[src/rtl/score_display.sv]
// Four-digit common-anode seven-segment driver: binary score -> BCD (shift-and-add-3), saturate at 9999,
// leading-zero blanking, digit multiplexing. Conversion takes 17 cycles; the display updates the cycle after.
module score_display #(
    parameter int REFRESH_DIV = 100000
) (
    input  logic        clk,
    input  logic        rst_n,
    input  logic [15:0] score,
    output logic [6:0]  seg,
    output logic [3:0]  an,
    output logic        dp,
    output logic        busy
);

    localparam int CW = $clog2(REFRESH_DIV);
    localparam logic [CW-1:0] SCAN_LAST = CW'(REFRESH_DIV - 1);

    typedef enum logic [1:0] {IDLE, SHIFT, DONE} state_e;

    state_e       state_q, state_d;
    logic [15:0]  last_score_q, last_score_d;
    logic [15:0]  shift_in_q, shift_in_d;
    logic [15:0]  bcd_q, bcd_d, bcd_adj;
    logic [3:0]   iter_q, iter_d;
    logic [15:0]  digits_q, digits_d;
    logic [CW-1:0] scan_cnt_q, scan_cnt_d;
    logic [1:0]   idx_q, idx_d;
    logic [3:0]   an_q, an_d;
    logic [6:0]   seg_q, seg_d;
    logic [3:0]   blank;
    logic [3:0]   sel_nib;
    logic         score_changed;

    function automatic logic [6:0] seg_pat(input logic [3:0] n);
        case (n)
            4'd0:    seg_pat = 7'b1000000;
            4'd1:    seg_pat = 7'b1111001;
            4'd2:    seg_pat = 7'b0100100;
            4'd3:    seg_pat = 7'b0110000;
            4'd4:    seg_pat = 7'b0011001;
            4'd5:    seg_pat = 7'b0010010;
            4'd6:    seg_pat = 7'b0000010;
            4'd7:    seg_pat = 7'b1111000;
            4'd8:    seg_pat = 7'b0000000;
            4'd9:    seg_pat = 7'b0010000;
            default: seg_pat = 7'b1111111;
        endcase
    endfunction

    assign score_changed = (score != last_score_q);

    always_ff @(posedge clk or negedge rst_n) begin
        if (!rst_n) state_q <= IDLE;
        else        state_q <= state_d;
    end

    always_comb begin
        state_d = state_q;
        case (state_q)
            IDLE:    if (score_changed) state_d = SHIFT;
            SHIFT:   if (iter_q == 4'd15) state_d = DONE;
            DONE:    state_d = IDLE;
            default: state_d = IDLE;
        endcase
    end

    always_comb begin
        busy = (state_q != IDLE);
    end

    always_comb begin
        bcd_adj = bcd_q;
        for (int i = 0; i < 4; i++) begin
            if (bcd_q[4*i +: 4] >= 4'd5) bcd_adj[4*i +: 4] = bcd_q[4*i +: 4] + 4'd3;
        end
    end

    always_comb begin
        last_score_d = last_score_q;
        shift_in_d   = shift_in_q;
        bcd_d        = bcd_q;
        iter_d       = iter_q;
        digits_d     = digits_q;
        case (state_q)
            IDLE: begin
                if (score_changed) begin
                    last_score_d = score;
                    shift_in_d   = (score > 16'd9999) ? 16'd9999 : score;
                    bcd_d        = '0;
                    iter_d       = '0;
                end
            end
            SHIFT: begin
                {bcd_d, shift_in_d} = {bcd_adj, shift_in_q} << 1;
                iter_d = iter_q + 4'd1;
            end
            DONE:    digits_d = bcd_q;
            default: ;
        endcase
    end

    // A digit blanks only when it and every digit to its left is zero; ones never blanks.
    always_comb begin
        blank[3] = (digits_q[15:12] == 4'd0);
        blank[2] = blank[3] && (digits_q[11:8] == 4'd0);
        blank[1] = blank[2] && (digits_q[7:4] == 4'd0);
        blank[0] = 1'b0;
        sel_nib  = digits_q[4*idx_q +: 4];
    end

    always_comb begin
        scan_cnt_d = (scan_cnt_q == SCAN_LAST) ? '0 : scan_cnt_q + 1'b1;
        idx_d      = (scan_cnt_q == SCAN_LAST) ? idx_q + 2'd1 : idx_q;
        an_d       = ~(4'b0001 << idx_q);
        seg_d      = blank[idx_q] ? 7'b1111111 : seg_pat(sel_nib);
    end

    always_ff @(posedge clk or negedge rst_n) begin
        if (!rst_n) begin
            last_score_q <= '0;
            shift_in_q   <= '0;
            bcd_q        <= '0;
            iter_q       <= '0;
            digits_q     <= '0;
            scan_cnt_q   <= '0;
            idx_q        <= '0;
            an_q         <= 4'b1111;
            seg_q        <= 7'b1111111;
        end else begin
            last_score_q <= last_score_d;
            shift_in_q   <= shift_in_d;
            bcd_q        <= bcd_d;
            iter_q       <= iter_d;
            digits_q     <= digits_d;
            scan_cnt_q   <= scan_cnt_d;
            idx_q        <= idx_d;
            an_q         <= an_d;
            seg_q        <= seg_d;
        end
    end

    assign an  = an_q;
    assign seg = seg_q;
    assign dp  = 1'b1;

endmodule

[config.mk]
export PLATFORM = sky130hd
export DESIGN_NAME = score_display
export DESIGN_NICKNAME = d
export VERILOG_FILES = /design/src/rtl/score_display.sv
export SDC_FILE = /design/constraint.sdc
export NUM_CORES = 1
export LEC_CHECK = 0
export CORE_UTILIZATION = 57
export CTS_CLUSTER_DIAMETER = 200
export DETAILED_ROUTE_END_ITERATION = 12
export HOLD_SLACK_MARGIN = 0.02
export PLACE_DENSITY = 0.84
export SKIP_LAST_GASP = 1
export SYNTH_ARGS = -nofsm -noshare
export SYNTH_HDL_FRONTEND = slang
export SYNTH_SLANG_ARGS = --single-unit
[constraint.sdc]
create_clock -name clk -period 3.3 [get_ports clk]
set_input_delay 0.66 -clock clk [delete_from_list [all_inputs] [get_ports clk]]
set_output_delay 0.66 -clock clk [all_outputs]
set_load 0.02 [all_outputs]
---- Word level (Yosys, flattened, before mapping) ----
Memories as Yosys holds them, arrays and structs flattened.
Index checks and enable logic that the tools add are counted.
operators by class
  eq/ne operators ......................... 7
  shift-type cells ........................ 2
  reduce and logical (&&, ||, !) cells .... 11
  magnitude comparators ................... 6
  add/sub/neg operators ................... 7
  bitwise logic cells ..................... 1
  muxes and demuxes ....................... 18
operators with widths
  operator                 number
  $pmux W16 S2             2
  $mux W16                 3
  $add A17 B1 Y17 const B  1
  $eq A17 B17 Y1 const B   1
  $mux W17                 1
  $ge A4 B3 Y1 const B     4
  $gt A16 B14 Y1 const B   1
  $mux W4                  4
  $ne A16 B16 Y1           1
  $shiftx A16 B5 Y4        1
  $add A4 B2 Y4 const B    3
  $logic_not A4 Y1         3
  $pmux W4 S2              1
  $mux W7                  1
  $reduce_and A2 Y1        3
  $add A4 B1 Y4 const B    1
  $eq A4 B4 Y1 const B     1
  $mux W2                  2
  $ne A2 B2 Y1 const B     2
  $not A4 Y4               1
  $pmux W2 S2              1
  $reduce_bool A2 Y1       2
  $shl A1 B2 Y4 const A    1
  $add A3 B2 Y3 const B    1
  other kinds (9)          10
word-level totals
  flip-flop bits (word level) ............. 100
  memories kept ........................... 1
  output and inout port bits .............. 13
  word-level logic and storage cells ...... 63
  bits in read-only memories .............. 112
  input bits .............................. 18
memories
  name              depth  width  rd ports  clocked after memory_dff  wr ports  RTL line  RTL
  (name not given)  16     7      1         0                         0         35        case (n)

---- Logic depth before layout (Yosys ltp) ----
  depth after elaboration ................. 6
  gate-level depth with buffers ........... 9
  gate-level depth less buffers ........... 8

---- Worst setup path after synthesis ----
No wires, ideal clock.
  path kind ............................... input to register
  start ................................... input score[12]
  end ..................................... register last_score_q[10]
  stages on the path ...................... 7
  path slack .............................. 1.080 ns
  data arrival time ....................... 2.095 ns
  library setup time ...................... 0.125 ns
  data required time ...................... 3.175 ns
  buffers on the path ..................... 2
  cells stage by stage .................... xor2_1 -> nor4_1 -> nand4_1 -> nand2b_1 -> buf_2 -> buf_2 -> mux2_2
on the way
  longest elaborated chain between the ends .. 2
RTL lines
  what                         RTL line  RTL
  start, declared              8         input logic [15:0] score,
  $ne A16 B16 Y1               50        assign score_changed = (score != last_score_q);
  $reduce_and A2 Y1 (no line)  --
  end signal, assigned         130       last_score_q <= last_score_d;
  end, declared                21        logic [15:0] last_score_q, last_score_d;
Every way passes these cells.
A chain may end at the register's enable or synchronous reset.

---- Worst setup path in the final report ----
  start ................................... input score[15]
  end ..................................... register shift_in_q[11]
on the way
  longest elaborated chain between the ends .. 4
  elaborated cells between the ends (all ways) .. 7
  those cells by class .................... 1 x order compare; 2 x eq/ne; 3 x mux; 1 x reduce/logical
RTL lines
  what                  RTL line  RTL
  $gt A16 B14 Y1        88        shift_in_d = (score > 16'd9999) ? 16'd9999 : score;
  $mux W16              88
  $mux W16              86        if (score_changed) begin
  $pmux W16 S2          84        case (state_q)
  end signal, assigned  131       shift_in_q <= shift_in_d;
  end, declared         22        logic [15:0] shift_in_q, shift_in_d;
Parallel ways exist; a longest one is shown, timed or not. The select of a mux whose other input is x is not followed.

==> metrics.cfg <==
[run]
max_cap_viol_count = 0

[critical_path]
worstPathArrival_ns = 2.90
r2r_cells = 5
r2r_end = idx_q[1]$_DFFE_PN0N_
crit_path_start_kind = primary input
cp_max_fo = 19
crit_start = score[15]
cp.required_ns = 3.55
rrSetupSlack_ns = 0.86
path_class = in2reg
end_kind = register
rr_startpoint = scan_cnt_q[12]$_DFF_PN0_

[logic_synthesis]
synth.avg_cell_area_um2 = 10.7
ys_ff_latch = 100
synth_edf_count = 0
yosys_warnings = 0
yosysUniqueCellTypes = 51
async_flop_share = 1.00
ys.flop_type = dfrtp_1
ys_seq_area_frac = 0.517
synth_nets = 491
syn-instance-count = 454
synth.cell_area_um2 = 4870

[route]
dr.pass1.iters = 4
viasPerCell = 5.67
drt_drc_violations_left = 0
vias = 3358
routedWlPerCell_um = 14.8
drt_wl_total_um = 8750
drt_iter0_drc = 119
postRouteAntennaNets = 0

[die]
rows = 33
die_w_um = 94.4
dieArea_um2 = 8910
die_y_um = 94.4
core-area_um2 = 8260
start_util = 0.589
ios = 31

[cts]
clock_path_buffers = 2
ctsHtreeMaxLevel = 3
clk_pin_slew_ns = 0.10
cts_resized = 0
cts_root_buffer = clkbuf_8
cts_hold_buf = 0
cts-buffers-inserted = 9
post_cts_buffers = 0
cts_tree = built
cts_sinks = 100
clock_latency_ns = 0.36

[global_route]
antenna_found_initial = 0
grt_max_degree = 50
grt_usage = 0.223
first_global_vias = 3444
grt_pass1_wl_um = 15500
gr-total-overflow = 0

[final_layout]
fin_area_um2 = 5470
syn2layout_area_growth_pct = 12.4
layout_commonest_cell = dfrtp_1
drive_gt1_frac = 0.133
antennaDiodeCount = 0
final_util = 0.663
most-common-layout-cells = dfrtp_1, nand2_1, inv_1, clkdlybuf4s50_1
finalNetCount = 519

[pwr]
clock_power_share = 0.188
pwr_density_cell_nw_per_um2 = 829
swShare = 0.352
pwr-share-comb = 0.365
power.internal_mw = 2.94
peakVddDrop_v = 0.000398
seq_power_share = 0.447
p_sw_mw = 1.60
p_leak_nw = 2.47

[placement]
portBuffers = 29
gp_congestion = 0.903
post_dp_cell_area_um2 = 5250
hpwl_um = 6320

[timing]
fin_skew_ns = 0.0111
drv_slew = 0
hold_viol_final = 0
min_period_over_period = 0.804
relSlewSlack = 0.365
clock.fmax_ghz = 0.377
fin_tns_setup_ns = 0
worstMarginPinSlew_ns = 0.952
setup_viol = 0
rsz0062_at_grt = false
min_period_ns = 2.65
holdWs_ns = 0.301

[run_status]
outcome = finished clean

[worst_hold_path]
hp-class = in2async

[worst max-delay path by stage]
stage                                              end  slack (ns)
after CTS                   shift_in_q[11]$_DFFE_PN0P_        0.66
after global routing        shift_in_q[11]$_DFFE_PN0P_        0.52
after global placement      shift_in_q[11]$_DFFE_PN0P_        0.32
after floorplan           last_score_q[10]$_DFFE_PN0P_        1.08
after detailed placement    shift_in_q[11]$_DFFE_PN0P_        0.27
final                       shift_in_q[11]$_DFFE_PN0P_        0.65
[worst max-delay path, cell delays in order]
cell,delay (ns)
clkdlybuf4s50_1,0.54
xor2_1,0.22
nor4_1,0.10
and4_1,0.22
a21oi_2,0.74
mux2_2,0.41
[cell usage after synthesis, types with 11 or more instances]
cell      count  area (um2)
nor3_1       12        60.1
dfstp_2      11         289
dfrtp_1      89        2230
o21ai_0      27         135
mux2_2       23         259
a21oi_1      13        65.1
nand2_1      42         158
nor2_1       27         101
xnor2_1      14         123
xor2_1       22         193
clkbuf_1     13        48.8
mux2i_1      12         120
inv_1        32         120
ha_1         19         238
[flip-flops by register name, indices dropped and copies added, names as in the netlist]
name and count:
an 4, last_score_q 16, digits_q 16, state_q 2, idx_q 2, bcd_q 16
scan_cnt_q 17, shift_in_q 16, seg 7, iter_q 4
[through the flow]
stage / setup WS, ns / total power, mW / std cells
final: 0.648 / 4.54 / 592
after global routing: 0.522 / 4.88 / 592
after CTS: 0.659 / 4.56 / 592
after detailed placement: 0.275 / 3.71 / 576
after global placement: 0.320 / 3.59 / 576
after floorplan: 1.08 / 3.22 / 454
[power by group through the flow]
stage,clock (mW),sequential [mW],combinational [mW]
finish,0.853,2.03,1.65
global route,0.924,2.08,1.88
CTS,0.874,2.03,1.66
detailed placement,0,2.05,1.66
global placement,0,2.02,1.57
floorplan,0,2.00,1.22
[metal layers]
metal  track usage  share of wire
met1         0.270           0.44
met2         0.394           0.51
met3        0.0475          0.032
met4        0.0769          0.016
met5             0              0
[cell families after synthesis]
family | after synthesis | share of synthesized area
compound gates | 76 | 0.0985
xor+xnor | 36 | 0.0648
fa+ha+maj | 19 | 0.0488
buf+inv | 51 | 0.0424
flops | 100 | 0.517
mux | 39 | 0.0941
other cells | 1 | 0.000770
simple gates | 132 | 0.134
[area by class of cell]
class                           instances  area (um2)
Sequential cell                       100        2520
Multi-Input combinational cell        303        2140
Tap cell                              105         131
Fill cell                             646        2790
Inverter                               33         124
Timing Repair Buffer                   35         333
Clock inverter                          7        98.8
Clock buffer                            9         124
Note: power is estimated with default switching activity, not from simulation.
